## config.mk

```make
export PLATFORM = sky130hd
export DESIGN_NAME = gardner_loop_ctrl
export DESIGN_NICKNAME = d
export VERILOG_FILES = /design/src/rtl/gardner_loop_ctrl.sv
export SDC_FILE = /design/constraint.sdc
export NUM_CORES = 1
export LEC_CHECK = 0
export ABC_AREA = 1
export BUFFER_PORTS_ARGS = -buffer_cell sky130_fd_sc_hd__buf_2
export CAP_MARGIN = 15
export CORE_UTILIZATION = 55
export DETAILED_ROUTE_END_ITERATION = 8
export PLACE_DENSITY = 0.73
export SYNTH_ARGS = -nofsm -noshare
export SYNTH_HDL_FRONTEND = slang
export SYNTH_SLANG_ARGS = --single-unit
export TNS_END_PERCENT = 20
```

## constraint.sdc

```tcl
create_clock -name clk -period 11.8 [get_ports clk]
set_input_delay 2.36 -clock clk [delete_from_list [all_inputs] [get_ports clk]]
set_output_delay 2.36 -clock clk [all_outputs]
set_load 0.03 [all_outputs]
```

## src/rtl/gardner_loop_ctrl.sv

```systemverilog
// gardner_loop_ctrl: Gardner timing-loop filter with acquire/track gain scheduling and lock detection
// clk, rst      : single clock, synchronous active-high reset
// enable        : loop run enable; low returns the loop to IDLE
// sym_valid     : one-cycle strobe per recovered symbol
// ted_err       : raw Gardner timing error for the current symbol
// error_n       : filtered, negated, saturated error to the corrector
// GARDNER_SHIFT : corrector gain shift (ACQ_SHIFT while acquiring, TRK_SHIFT while tracking)
// locked        : timing lock flag
// state_dbg     : current FSM state encoding
module gardner_loop_ctrl #(
    parameter int WIDTH         = 16,
    parameter int WIN_LOG2      = 5,
    parameter int ACQ_SHIFT     = 2,
    parameter int TRK_SHIFT     = 5,
    parameter int KI_SHIFT      = 6,
    parameter int LOCK_THRESH   = 4096,
    parameter int UNLOCK_THRESH = 16384,
    parameter int LOCK_WINDOWS  = 4
) (
    input  logic                    clk,
    input  logic                    rst,
    input  logic                    enable,
    input  logic                    sym_valid,
    input  logic signed [WIDTH-1:0] ted_err,
    output logic signed [WIDTH-1:0] error_n,
    output logic [3:0]              GARDNER_SHIFT,
    output logic                    locked,
    output logic [1:0]              state_dbg
);
    localparam int IW = WIDTH + 4;
    localparam int AW = WIDTH + WIN_LOG2;
    localparam int GW = $clog2(LOCK_WINDOWS + 1);
    localparam logic signed [WIDTH-1:0] E_MAX = {1'b0, {(WIDTH-1){1'b1}}};
    localparam logic signed [WIDTH-1:0] E_MIN = {1'b1, {(WIDTH-1){1'b0}}};
    localparam logic signed [IW-1:0] I_MAX = {1'b0, {(IW-1){1'b1}}};
    localparam logic signed [IW-1:0] I_MIN = {1'b1, {(IW-1){1'b0}}};
    localparam logic [AW-1:0] LOCK_T = AW'(LOCK_THRESH);
    localparam logic [AW-1:0] UNLOCK_T = AW'(UNLOCK_THRESH);
    typedef enum logic [1:0] {IDLE = 2'b00, ACQUIRE = 2'b01, TRACK = 2'b10, ILLEGAL = 2'b11} state_t;
    state_t                  state_q;
    logic signed [IW-1:0]    integ_q, integ_d, integ_sh;
    logic signed [IW:0]      integ_sum, filt, neg;
    logic signed [WIDTH-1:0] error_d;
    logic [WIDTH-1:0]        abs_err;
    logic [AW-1:0]           acc_q, total_d;
    logic [WIN_LOG2-1:0]     sym_cnt_q;
    logic [GW-1:0]           good_cnt_q;
    logic [1:0]              bad_cnt_q;
    logic                    win_end, good_win, bad_win;
    // One guard bit on every sum so overflow is visible before clamping.
    assign integ_sum = {integ_q[IW-1], integ_q} + {{5{ted_err[WIDTH-1]}}, ted_err};
    assign integ_d   = (integ_sum[IW] == integ_sum[IW-1]) ? integ_sum[IW-1:0] : (integ_sum[IW] ? I_MIN : I_MAX);
    assign integ_sh  = integ_q >>> KI_SHIFT;
    assign filt      = {integ_sh[IW-1], integ_sh} + {{5{ted_err[WIDTH-1]}}, ted_err};
    assign neg       = -filt;
    // Fits in WIDTH bits only when all bits above the WIDTH-bit sign agree with it.
    assign error_d   = (&neg[IW:WIDTH-1] || ~|neg[IW:WIDTH-1]) ? neg[WIDTH-1:0] : (neg[IW] ? E_MIN : E_MAX);
    // The most negative error has no positive twin; clamp its magnitude.
    assign abs_err   = ted_err[WIDTH-1] ? ((ted_err == E_MIN) ? E_MAX : -ted_err) : ted_err;
    assign total_d   = acc_q + {{WIN_LOG2{1'b0}}, abs_err};
    assign win_end   = &sym_cnt_q;
    assign good_win  = total_d < LOCK_T;
    assign bad_win   = total_d > UNLOCK_T;
    assign state_dbg = state_q;
    always_ff @(posedge clk) begin
        if (rst || !enable || state_q == ILLEGAL) begin
            state_q       <= IDLE;
            integ_q       <= '0;
            acc_q         <= '0;
            sym_cnt_q     <= '0;
            good_cnt_q    <= '0;
            bad_cnt_q     <= '0;
            error_n       <= '0;
            GARDNER_SHIFT <= 4'(ACQ_SHIFT);
            locked        <= 1'b0;
        end else if (state_q == IDLE) begin
            state_q <= ACQUIRE;
        end else if (sym_valid) begin
            integ_q   <= integ_d;
            error_n   <= error_d;
            acc_q     <= win_end ? '0 : total_d;
            sym_cnt_q <= sym_cnt_q + WIN_LOG2'(1);
            if (win_end && state_q == ACQUIRE) begin
                if (!good_win) begin
                    good_cnt_q <= '0;
                end else if (good_cnt_q + GW'(1) == GW'(LOCK_WINDOWS)) begin
                    state_q       <= TRACK;
                    locked        <= 1'b1;
                    GARDNER_SHIFT <= 4'(TRK_SHIFT);
                    good_cnt_q    <= '0;
                end else begin
                    good_cnt_q <= good_cnt_q + GW'(1);
                end
            end
            if (win_end && state_q == TRACK) begin
                if (!bad_win) begin
                    bad_cnt_q <= '0;
                end else if (bad_cnt_q == 2'd1) begin
                    state_q       <= ACQUIRE;
                    locked        <= 1'b0;
                    GARDNER_SHIFT <= 4'(ACQ_SHIFT);
                    bad_cnt_q     <= '0;
                    integ_q       <= '0;
                end else begin
                    bad_cnt_q <= bad_cnt_q + 2'd1;
                end
            end
        end
    end
endmodule

```

After elaboration in Yosys (flattened, before gate mapping)
Cells that the tools add are included.
{ "totals": {"register_bits": 74, "input_bits": 20, "output_inout_bits": 23, "elab_cells": 78} }
{ "classes": {"add_sub_neg": 8, "order_cmp": 2, "eq_ne": 7, "muxes": 34, "bitwise": 1, "n_reduce_logical": 16} }
{ "ops": {"columns": ["cell", "count"], "rows": [
  ["two-way mux 20 bit", 5],
  ["two-way mux 16 bit", 4],
  ["two-way mux 4 bit", 6],
  ["adder 20 x 16 -> 21 bit", 1],
  ["adder 21 x 16 -> 21 bit", 1],
  ["greater-than comparator 21 x 15 -> 1 bit, second input constant", 1],
  ["< comparator 21 x 13 -> 1 bit, second input constant", 1],
  ["two-way mux 21 bit", 1],
  ["negator 17 -> 21 bit", 1],
  ["adder 14 x 16 -> 17 bit", 1],
  ["== test 16 bit, second input constant", 1],
  ["two-way mux 2 bit", 8],
  ["negator 16 bit", 1],
  ["two-way mux 1 bit", 8],
  ["two-way mux 3 bit", 2],
  ["AND reduction 3 bit", 2],
  ["AND reduction 6 bit", 1],
  ["OR reduction 6 bit", 1],
  ["adder 5 x 1 -> 5 bit, second input constant", 1],
  ["AND reduction 5 bit", 1],
  ["== test 2 x 1 -> 1 bit, second input constant", 2],
  ["== test 2 bit, second input constant", 2],
  ["adder 3 x 1 -> 3 bit, second input constant", 1],
  ["== test 3 bit, second input constant", 1],
  ["other kinds (10)", 14]
]} }

Depth between registers and ports, before layout
Gate-level depths: netlist (run 1).
{ "logic_depth": {"word_depth": 12, "ltp_mapped": 29, "ltp_nobuf": 29} }

Worst setup path before layout (run 1)
OpenSTA, ideal clock, no wires.
{ "synth_timing": {"path_type": "input to register", "start": "input port ted_err[1]", "end": "register GARDNER_SHIFT[1]", "setup_time_ps": 130, "arrival_time_ps": 5542, "required_ps": 11670, "setup_slack_ps": 6127, "cell_stages": 24, "n_path_buf": 1, "path_cell_list": "inv_1 -> ha_1 -> inv_1 -> nor3_1 -> nand4_1 -> nor3_1 -> nand3_1 -> clkbuf_1 -> nand2_1 -> ha_1 -> fa_1 -> nand2_1 -> nor2_1 -> nor2_1 -> o21ai_2 -> nand2_1 -> nand2_1 -> nand2_1 -> nand2_1 -> nand3b_1 -> nor3_4 -> nand3_2 -> nand2_1 -> nand3_1"} }
{ "synth_between": {"elab_chain_len": 10, "word_cells_on_any_way": 12, "classes_between": "2 x add/sub; 2 x order compare; 1 x eq/ne; 7 x mux"} }
{ "synth_lines": {"columns": ["element", "line_no", "rtl"], "rows": [
  ["start: declaration", "24", "input logic signed [WIDTH-1:0] ted_err,"],
  ["negator 16 bit or == test 16 bit (tied branches)", "59", "assign abs_err = ted_err[WIDTH-1] ? ((ted_err == E_MIN) ? E_MAX : -ted_err) : ted_err;"],
  ["two-way mux 16 bit", "59", null],
  ["two-way mux 16 bit *", "59", null],
  ["adder 21 x 16 -> 21 bit *", "60", "assign total_d = acc_q + {{WIN_LOG2{1'b0}}, abs_err};"],
  ["< comparator 21 x 13 -> 1 bit", "62", "assign good_win = total_d < LOCK_T;"],
  ["two-way mux 4 bit", "84", "if (!good_win) begin"],
  ["two-way mux 4 bit", "83", "if (win_end && state_q == ACQUIRE) begin"],
  ["two-way mux 4 bit", "98", "end else if (bad_cnt_q == 2'd1) begin"],
  ["two-way mux 4 bit", "96", "if (!bad_win) begin"],
  ["two-way mux 4 bit *", "95", "if (win_end && state_q == TRACK) begin"],
  ["end signal: assignment", "74", "GARDNER_SHIFT <= 4'(ACQ_SHIFT);"],
  ["end signal: assignment", "89", "GARDNER_SHIFT <= 4'(TRK_SHIFT);"],
  ["end signal: assignment", "101", "GARDNER_SHIFT <= 4'(ACQ_SHIFT);"],
  ["end: declaration", "26", "output logic [3:0] GARDNER_SHIFT,"]
]} }
Mark *: on every way between the ends. The rest lies on a longest branch, timed or not.
A chain may end at the register's enable or synchronous reset.

Worst setup path after layout (run 1)
{ "layout_timing": {"start": "input port ted_err[1]", "end": "register integ_q[5]"} }
{ "layout_between": {"elab_chain_len": 7, "word_cells_on_any_way": 13, "classes_between": "3 x add/sub; 1 x order compare; 2 x eq/ne; 7 x mux"} }
{ "layout_lines": {"columns": ["element", "line_no", "rtl"], "rows": [
  ["negator 16 bit or == test 16 bit (tied branches)", "59", null],
  ["two-way mux 16 bit (2 in series)", "59", null],
  ["adder 21 x 16 -> 21 bit", "60", null],
  ["greater-than comparator 21 x 15 -> 1 bit", "63", "assign bad_win = total_d > UNLOCK_T;"],
  ["two-way mux 20 bit", "96", null],
  ["two-way mux 20 bit *", "95", null],
  ["end signal: assignment", "79", "integ_q <= integ_d;"],
  ["end: declaration", "41", "logic signed [IW-1:0] integ_q, integ_d, integ_sh;"]
]} }
Marks and branches as above.

==> results of run 1 <==
## metrics by stage
stage               hold WS, ns  setup slack [ns]  total power, mW  util [%]  cells
floorplan                 0.408              6.13            0.397         -   1144
global placement          0.419              5.14            0.435      59.4   1336
detailed placement        0.419              5.12            0.436      59.4   1336
CTS                       0.428              5.47            0.718      61.7   1352
global route              0.467              4.90            0.752      61.7   1352
finish                    0.428              5.40            0.715      61.7   1352
## Yosys cell counts (all sizes together)
library cell,number,area share [%]
o31ai,2,0.28
o211ai,3,0.31
a21boi,1,0.10
a2bb2oi,1,0.12
buf,10,1.1
fa,3,0.83
o21a,2,0.21
ha,78,14
nand3,98,7.8
o22ai,1,0.087
nor3,12,1.1
inv,159,8.3
and2,1,0.087
nor4,2,0.17
nor2,89,4.9
or2,3,0.26
clkbuf,16,0.83
nand2b,1,0.087
a21o,6,0.63
dfxtp,74,21
nand3b,8,0.83
nor3b,1,0.10
nand4,14,1.2
a211oi,2,0.21
a31oi,3,0.26
xor2,26,3.4
a21oi,106,8.1
o21bai,4,0.42
xnor2,10,1.2
o21ai,45,3.3
nand2,363,20
## routing by layer
metal | global-route usage [%] | part of all wire (%)
met1 | 37.2 | 47
met2 | 50.4 | 47
met3 | 4.57 | 3.6
met4 | 11.2 | 2.7
met5 | 0 | 0
## power by group through the flow
stage	clock network (mW)	logic [mW]	registers (mW)
2_1_floorplan	0	0.133	0.264
3_3_place_gp	0	0.174	0.261
3_5_place_dp	0	0.175	0.261
4_1_cts	0.286	0.176	0.256
6_report	0.282	0.177	0.256
5_1_grt	0.294	0.201	0.256
## layout by cell type, fill, tap and decap left out, drive strengths merged
| master | n |
|---|---|
| a211oi | 2 |
| a21boi | 1 |
| a21o | 6 |
| a21oi | 106 |
| a2bb2oi | 1 |
| a31oi | 3 |
| and2 | 1 |
| buf | 46 |
| bufinv | 1 |
| clkbuf | 10 |
| clkinv | 4 |
| dfxtp | 74 |
| fa | 3 |
| ha | 78 |
| inv | 160 |
| nand2 | 363 |
| nand2b | 1 |
| nand3 | 98 |
| nand3b | 8 |
| nand4 | 14 |
| nor2 | 89 |
| nor3 | 12 |
| nor3b | 1 |
| nor4 | 2 |
| o211ai | 3 |
| o21a | 2 |
| o21ai | 45 |
| o21bai | 4 |
| o22ai | 1 |
| o31ai | 2 |
| or2 | 3 |
| xnor2 | 10 |
| xor2 | 26 |
## final cells by class
class                   count  area [um2]
fillers                  1297        4850
flip-flops and latches     74        1480
clock buffers              10         229
repair buffers             46         240
inverters                 159         597
well taps                 172         215
clock inverters             6        66.3
multi-input cells         885        4990
## sequential cells by signal, summed over array words and instances (netlist names)
signal / flops
bad_cnt_q: 2
GARDNER_SHIFT: 4
integ_q: 20
acc_q: 21
locked: 1
sym_cnt_q: 5
good_cnt_q: 3
error_n: 16
state_dbg: 2
## cell families after synthesis
group / count (synthesis) / share of synthesized area (%)
flops: 74 / 20.6
compound gates: 176 / 14.0
simple gates: 592 / 36.2
fa+ha+maj: 81 / 14.4
buf+inv: 185 / 10.2
xor+xnor: 36 / 4.58
## worst max-delay path by stage
stage | from | end | slack (ns) | cells after the start
2_1_floorplan | ted_err[1] | GARDNER_SHIFT[1]$_SDFFE_PP1P_ | 6.13 | 24
3_3_place_gp | ted_err[1] | integ_q[9]$_SDFFE_PP0P_ | 5.14 | 25
3_5_place_dp | ted_err[1] | integ_q[4]$_SDFFE_PP0P_ | 5.12 | 25
4_1_cts | ted_err[1] | integ_q[4]$_SDFFE_PP0P_ | 5.47 | 25
5_1_grt | ted_err[1] | integ_q[0]$_SDFFE_PP0P_ | 4.90 | 25
6_report | ted_err[1] | integ_q[5]$_SDFFE_PP0P_ | 5.40 | 25
## worst max-delay path: cells and delay by family
family / cells / cell delay [ns]
buffers and inverters: 3 / 0.28
AO/OA/AOI/OAI: 2 / 0.33
adder cells (fa/ha/maj): 3 / 0.73
AND/OR/NAND/NOR: 17 / 2.93
==> run metrics, run 1 <==
status finished clean; Post-Syn Nets 1245; beginning of the worst hold path bad_cnt_q[1]$_SDFFE_PP0P_; Net Sw Power 0.237 mW; vias per cell 5.32; Die Wd 116 um; RSZ-0062 raised after global routing false; Initial Util 56.9%; Clk Latency, worst-skew pair 0.35 ns; grt ovf 0; fin. max-slew vios 0; 1st-pass router iterations 6; DRT antenna net count 0; setup bufs post-CTS 0; CP Max Fanout 20; Layout area overhead 8.58%; largest net degree at the start of global routing 47; Die ar. 13600 um2; syn_area_per_cell 6.30 um2; Die H 116 um; vias in the first global route 6816; GRT Total Usage 29.5%; io pins 43; CTS sink cnt 74; CP peak stage delay 0.50 ns; final hold vios 0; share of cells above drive strength 1 11.5%; Yosys cell types 46; # rows 41; gpl congestion 0.961; Critical Path Source Type input port; crit path DAT 6.67 ns; Sw Share 33.1%; Mapped Cells 1144; VDD IR max 0.0810 mV; final net count 1276; Worst R2R Start integ_q[7]$_SDFFE_PP0P_; DPL Wire Length 14400 um; Max H-tree Level 3; Static Leakage 3.92 nW; Int Pwr 0.478 mW; clk_skew 0.00968 ns; minimum clock period 6.40 ns; WS Path Type in2reg; design area 7820 um2; worst hold path type reg2reg; FF-to-FF setup slack 8.73 ns; clock buffer depth 2; Worst Hold Depth 2; drt initial violations 433; Synth Register Bits 74; max_cap viols 0; fmax 156 MHz; wire per inst 13.8 um; Final period util 54.3%; Setup TNS 0 ns; total inserted antenna cells 0; Hold Buf Count CTS 0; post-detailed-route DRC marker count 0; Core ar. 12700 um2; Critical Path RT 12.07 ns; Worst-Margin Slew 0.967 ns; number of CTS-inserted buffers 9; CTS tree built; share of total power in sequential cells 35.8%; Routed WL 18700 um; pwr/cell area 91.4 nW/um2; Synth Cell Area 7200 um2; Vias 7195; r2r endpoint error_n[7]$_SDFFE_PP0P_; DP Area 7530 um2; max_slew headroom 35.5%; global-route wire length before repair 31400 um; # setup viols final 0; Clock Pin Slew Worst Setup and Hold Paths 0.06 ns; CP max stage cell nand3_1; Critical Path End Type register; Most common cell on crit path nand2_1; PortBufs 42; sequential area share after synthesis 20.6%; Logic pwr share 24.7%; antenna violations before repair 0; YS warnings 0; clock power share 39.5%; Post-CTS Resized 0; CTS root buffer clkbuf_16; R2R cell count 17; sink of the worst hold path bad_cnt_q[1]$_SDFFE_PP0P_
Power figures use the tool's default switching activity.
==> run 2, diff against run 1 <==
--- a/config.mk
+++ b/config.mk
@@ -10,7 +10,7 @@
 export CAP_MARGIN = 15
 export CORE_UTILIZATION = 55
 export DETAILED_ROUTE_END_ITERATION = 8
-export PLACE_DENSITY = 0.73
+export PLACE_DENSITY = 0.76
 export SYNTH_ARGS = -nofsm -noshare
 export SYNTH_HDL_FRONTEND = slang
 export SYNTH_SLANG_ARGS = --single-unit
==> constraint.sdc (replaced) <==
create_clock -name clk -period 5.1 [get_ports clk]
set_input_delay 1.02 -clock clk [delete_from_list [all_inputs] [get_ports clk]]
set_output_delay 1.02 -clock clk [all_outputs]
set_load 0.03 [all_outputs]
==> run metrics, run 2 (same netlist as run 1, synthesis figures left out) <==
Critical Path RT 5.35 ns (-6.72 ns); Critical Path End Type register; drt initial violations 559 (+29%); largest net degree at the start of global routing 46 (-2.1%); CTS root buffer clkbuf_16; GRT Total Usage 29.7% (+0.23 points); R2R cell count 17 (unchanged); Die H 116 um (unchanged); fmax 219 MHz; PortBufs 42 (unchanged); biggest regs acc_q x21, integ_q x20, error_n x16; CP Max Fanout 20 (unchanged); status finished clean; fin. max-slew vios 0 (unchanged); beginning of the worst hold path bad_cnt_q[1]$_SDFFE_PP0P_; vias in the first global route 6756 (-0.88%); Core ar. 12700 um2 (unchanged); vias per cell 5.37 (+0.87%); largest register by flop count acc_q; post-detailed-route DRC marker count 0 (unchanged); Hold Buf Count CTS 0 (unchanged); Clk Latency, worst-skew pair 0.35 ns (about the same); antenna violations before repair 0 (unchanged); Static Leakage 3.93 nW (+0.19%); # setup viols final 0 (unchanged); Max H-tree Level 3 (unchanged); commonest cells after routing, fill and taps aside nand2_1, inv_1, a21oi_1; Critical Path Source Type input port; worst hold path type reg2reg; total inserted antenna cells 0 (unchanged); number of CTS-inserted buffers 9 (unchanged); crit path DAT 4.83 ns (-1.84 ns); CTS tree built; setup bufs post-CTS 0 (unchanged); grt ovf 0 (unchanged); io pins 43 (unchanged); DPL Wire Length 14600 um (+0.99%); Worst R2R Start integ_q[7]$_SDFFE_PP0P_; DRT antenna net count 0 (unchanged); Final period util 89.6%; max reg flops 21 (unchanged); clk_skew 0.00678 ns (-0.00290 ns); Die Wd 116 um (unchanged); FF-to-FF setup slack 1.99 ns (-6.74 ns); gpl congestion 0.956 (-0.50%); commonest non-fill, non-tap cell in the layout nand2_1; share of cells above drive strength 1 11.8% (+0.23 points); wire per inst 13.8 um (-0.25%); pre-CTS WS 0.188 ns (-4.94 ns); CTS sink cnt 74 (unchanged); max_slew headroom 32.8% (-2.6 points); Post-CTS Resized 0 (unchanged); final hold vios 0 (unchanged); global-route wire length before repair 31500 um (+0.55%); pwr/cell area 210 nW/um2 (+130%); WS Path Type in2reg; Initial Util 56.9% (unchanged); Worst Hold Depth 2 (unchanged); RSZ-0062 raised after global routing false; Clock Pin Slew Worst Setup and Hold Paths 0.06 ns (about the same); Vias 7268 (+1.0%); min setup slack post-route 0.528 ns (-4.87 ns); 1st-pass router iterations 5 (-1); Routed WL 18700 um (-0.11%); max_cap viols 0 (unchanged); minimum clock period 4.57 ns; Layout area overhead 8.82%; Setup TNS 0 ns (unchanged); # rows 41 (unchanged); r2r endpoint error_n[10]$_SDFFE_PP0P_; VDD IR max 0.203 mV (+150%); Die ar. 13600 um2 (unchanged); clock buffer depth 2 (unchanged); sink of the worst hold path bad_cnt_q[1]$_SDFFE_PP0P_; Worst-Margin Slew 1.01 ns (+0.0393 ns); final net count 1279 (+0.24%)
[run 2: how the worst max path moves through the flow]
| stage | startpoint | endpoint | slack [ns] | depth (start not counted) |
|---|---|---|---|---|
| 2_1_floorplan | ted_err[1] | GARDNER_SHIFT[1]$_SDFFE_PP1P_ | 0.77 | 24 |
| 3_3_place_gp | ted_err[2] | integ_q[8]$_SDFFE_PP0P_ | 0.21 | 20 |
| 3_5_place_dp | ted_err[2] | integ_q[1]$_SDFFE_PP0P_ | 0.19 | 20 |
| 4_1_cts | ted_err[2] | integ_q[9]$_SDFFE_PP0P_ | 0.46 | 20 |
| 5_1_grt | ted_err[1] | integ_q[5]$_SDFFE_PP0P_ | 0.02 | 26 |
| 6_report | ted_err[1] | integ_q[5]$_SDFFE_PP0P_ | 0.53 | 26 |
[run 2: area by class of cell]
cell class	count	area (um2)
Tap cell	172	215
Fill cell	1266	4830
Clock buffer	10	229
Inverter	159	597
Timing Repair Buffer	49	263
Sequential cell	74	1480
Multi-Input combinational cell	885	5000
Clock inverter	5	56.3
[run 2: report_power, final]
group | total [mW] | leakage [nW] | internal [mW] | switching (mW)
clock | 0.642 | 0.138 | 0.376 | 0.266
sequential | 0.592 | 0.598 | 0.586 | 0.00556
combinational | 0.412 | 3.19 | 0.140 | 0.272
total | 1.65 | 3.93 | 1.10 | 0.544
[run 2: critical path, stage by stage]
cell,delay [ns]
buf_2,0.13
inv_1,0.10
ha_1,0.15
inv_1,0.06
nor3_1,0.26
nand4_1,0.19
nor3_1,0.30
buf_4,0.18
nor2_1,0.05
nand2_1,0.08
nand3_1,0.09
ha_1,0.42
nand2_2,0.09
nor2_1,0.16
nand2_1,0.11
nor2_1,0.12
nand2_1,0.11
nand4_1,0.12
nand2_1,0.08
nor2_2,0.12
nand2_2,0.09
nor2_2,0.11
nand2_2,0.09
nand2_4,0.27
nand3_1,0.12
a21oi_1,0.18
[run 2: through the flow]
step | util, % | cells | hold slack (ns) | cell area, um2 | power [mW]
after floorplan | - | 1144 | 0.408 | 7200 | 0.919
after global placement | 59.6 | 1339 | 0.417 | 7550 | 1.01
after detailed placement | 59.6 | 1339 | 0.419 | 7550 | 1.01
after CTS | 61.8 | 1354 | 0.428 | 7840 | 1.65
after global routing | 61.9 | 1354 | 0.453 | 7840 | 1.73
final | 61.9 | 1354 | 0.427 | 7840 | 1.65
[run 2: metal layers]
metal / track usage [%] / share of wire [%]
met1: 37.1 / 45
met3: 5.50 / 4.4
met4: 11.7 / 3.3
met5: 0 / 0
met2: 50.3 / 47
==> run 3, diff against run 2 <==
--- a/config.mk
+++ b/config.mk
@@ -5,7 +5,7 @@
 export SDC_FILE = /design/constraint.sdc
 export NUM_CORES = 1
 export LEC_CHECK = 0
-export ABC_AREA = 1
+export ABC_AREA = 0
 export BUFFER_PORTS_ARGS = -buffer_cell sky130_fd_sc_hd__buf_2
 export CAP_MARGIN = 15
 export CORE_UTILIZATION = 55
==> run metrics, run 3 <==
global-route wire length before repair 28200 um (-11%); # rows 38 (-7.3%); PortBufs 42 (unchanged); worst hold path type reg2reg; Routed WL 17300 um (-7.6%); Max H-tree Level 3 (unchanged); max_slew headroom 21.7% (-11 points); CTS root buffer clkbuf_16; final hold vios 0 (unchanged); total power 1.72 mW (+4.6%); fin. max-slew vios 0 (unchanged); Final period util 97.1% (+7.5 points); Compound-Gate Fraction of Synth Area 26.9% (+13 points); commonest cells after routing, fill and taps aside nand2_1, a21oi_1, ha_1; commonest non-fill, non-tap cell in the layout nand2_1; vias per cell 6.14 (+14%); total inserted antenna cells 0 (unchanged); max reg flops 21 (unchanged); R2R cell count 12 (-5); beginning of the worst hold path GARDNER_SHIFT[0]$_SDFFE_PP0P_; VDD IR max 0.211 mV (+4.0%); vias in the first global route 5975 (-12%); Worst Hold Depth 2 (unchanged); EDFF count, synth 0 (unchanged); DP Area 7000 um2 (-7.3%); DPL Wire Length 13300 um (-9.0%); pwr/cell area 234 nW/um2 (+12%); Die Wd 109 um (-6.0%); Top FF cell, synth dfxtp_1; CTS sink cnt 74 (unchanged); Critical Path RT 5.33 ns (-0.02 ns); 1st-pass router iterations 5 (unchanged); RSZ-0062 raised after global routing true; clk_skew 0.00747 ns (+0.000681 ns); post-detailed-route DRC marker count 0 (unchanged); XOR/XNOR share of the synthesized area 7.45% (+2.9 points); number of CTS-inserted buffers 9 (unchanged); Die H 109 um (-6.0%); sequential area share after synthesis 23.3% (+2.8 points); io pins 43 (unchanged); status finished clean; final net count 990 (-23%); Critical Path Source Type input port; antenna violations before repair 0 (unchanged); CTS tree built; synth top area cells dfxtp_1, ha_1, a21oi_1; share of cells above drive strength 1 16.1% (+4.3 points); critical-path cell list buf_2 > inv_1 > nand4_1 > or3_1 > or4_1 > o31ai_2 > xnor2_1 > nand2_1 > ha_1 > nand3_1 > nand2_1 > a21o_1 > a21oi_1 > buf_4 > a21o_1 > a221oi_2 > nand3_1 > or4_4 > a211o_1; max_cap viols 0 (unchanged); YS warnings 0 (unchanged); GRT Total Usage 30.2% (+0.51 points); sink of the worst hold path GARDNER_SHIFT[0]$_SDFFE_PP0P_; Initial Util 57.6% (+0.71 points); Synth area leader dfxtp_1; final core utilization 66.6% (+4.7 points); Clk Latency, worst-skew pair 0.35 ns (about the same); Async S/R FF share, synth 0% (unchanged); Die ar. 12000 um2 (-12%); wire per inst 16.7 um (+21%); Setup TNS 0 ns (unchanged); design area 7350 um2 (-6.3%); Worst R2R Start integ_q[11]$_SDFFE_PP0P_; pre-CTS WS -0.283 ns (-0.471 ns); Fill cells 932 (-26%); crit-path leading delay family simple AND/OR/NAND/NOR gates; CP peak stage delay 0.62 ns (+0.20 ns); FF-to-FF setup slack 0.97 ns (-1.02 ns); CP Max Fanout 7 (-65%); min setup slack post-route 0.146 ns (-0.382 ns); r2r endpoint error_n[7]$_SDFFE_PP0P_; Clock Pin Slew Worst Setup and Hold Paths 0.06 ns (about the same); # setup viols final 0 (unchanged); largest family of logic cells by synthesized area compound AO/OA/AOI/OAI gates; clock buffer depth 2 (unchanged); Worst-Margin Slew 1.18 ns (+0.169 ns); Synth Area in Adders 16.3% (+1.9 points); gpl congestion 0.933 (-2.5%); Layout area overhead 15.7%; grt ovf 0 (unchanged); largest net degree at the start of global routing 40 (-13%); minimum clock period 4.95 ns (+0.382 ns); Core ar. 11000 um2 (-13%); Post-Syn Nets 915 (-27%); Critical Path End Type register; Yosys cell types 69 (+50%); Finished Layout Cells 1034 (-24%); Mapped Cells 814 (-29%); mux share of post-synthesis cell area 0.315% (+0.32 points); hold_ws 0.457 ns (+0.0299 ns); top cell type's share of synthesized area 23.3% (+2.8 points); most numerous cell in the Yosys netlist nand2_1; fmax 202 MHz (-7.7%); Synth Cell Area 6350 um2 (-12%); drt initial violations 501 (-10%); Post-Place Cells 1017 (-24%); biggest regs acc_q x21, integ_q x20, error_n x16; WP buf/inv 3 (-1); Synth Register Bits 74 (unchanged); syn_area_per_cell 7.80 um2 (+24%); DRT antenna net count 0 (unchanged); Vias 6352 (-13%); largest register by flop count acc_q; simple-gate area share of the yosys netlist 20.4% (-16 points); crit path DAT 5.19 ns (+0.36 ns); Static Leakage 3.30 nW (-16%); Post-synth top cells nand2_1, a21oi_1, ha_1, dfxtp_1, nor2_1; CP max stage cell or4_4; WS Path Type in2reg
[run 3: how the worst max path moves through the flow]
stage / startpoint / endpoint / slack [ns] / cells after the start
floorplan: ted_err[4] / GARDNER_SHIFT[1]$_SDFFE_PP1P_ / 0.02 / 18
global placement: ted_err[4] / GARDNER_SHIFT[1]$_SDFFE_PP1P_ / -0.12 / 19
detailed placement: ted_err[5] / GARDNER_SHIFT[1]$_SDFFE_PP1P_ / -0.28 / 18
CTS: ted_err[5] / GARDNER_SHIFT[1]$_SDFFE_PP1P_ / 0.08 / 18
global route: ted_err[4] / integ_q[18]$_SDFFE_PP0P_ / -0.06 / 19
finish: ted_err[5] / GARDNER_SHIFT[1]$_SDFFE_PP1P_ / 0.15 / 19
[run 3: what timing repair did]
action                                  4_1_cts  5_1_grt
gates resized for setup                       0        5
hold buffers                                  0        0
endpoints found under the hold margin         0        0
endpoints found under the setup margin        0        9
buffers inserted                              0        1
[run 3: power by group]
part	internal [mW]	switching, mW	leakage (nW)
logic	0.178	0.265	2.55
registers	0.587	0.00649	0.598
clock network	0.428	0.259	0.153
total	1.19	0.530	3.30
[run 3: final cells by class]
cell class	instances	area [um2]	area share, %
multi-input combinational	659	4550	62.0
sequential	74	1480	20.2
timing repair buffer	96	641	8.72
clock buffer	11	233	3.17
inverter	49	184	2.50
tap	140	175	2.38
clock inverter	5	78.8	1.07
[run 3: tightest hold or removal path: cells and delay by family (launching register included)]
family                 cells  cell delay, ns
buffers and inverters      1            0.05
flip-flops                 1            0.31
AO/OA/AOI/OAI              1            0.05
[run 3: logic make-up after synthesis]
logic type / Yosys count
AOI/OAI and AO/OA: 250
xor gates and xnor gates: 54
adders and majority gates: 81
buffers and inverters: 81
DFF: 74
muxes: 2
and+or+nand+nor: 272
[run 3: per-layer routing]
metal  GRT usage [%]  wire length [um]  up-vias
met3            3.68               989       49
met5               0                 0        -
met1            37.5              7360     2990
met2            51.6              8250      209
li1                -                 -     3104
met4            14.6               654        0
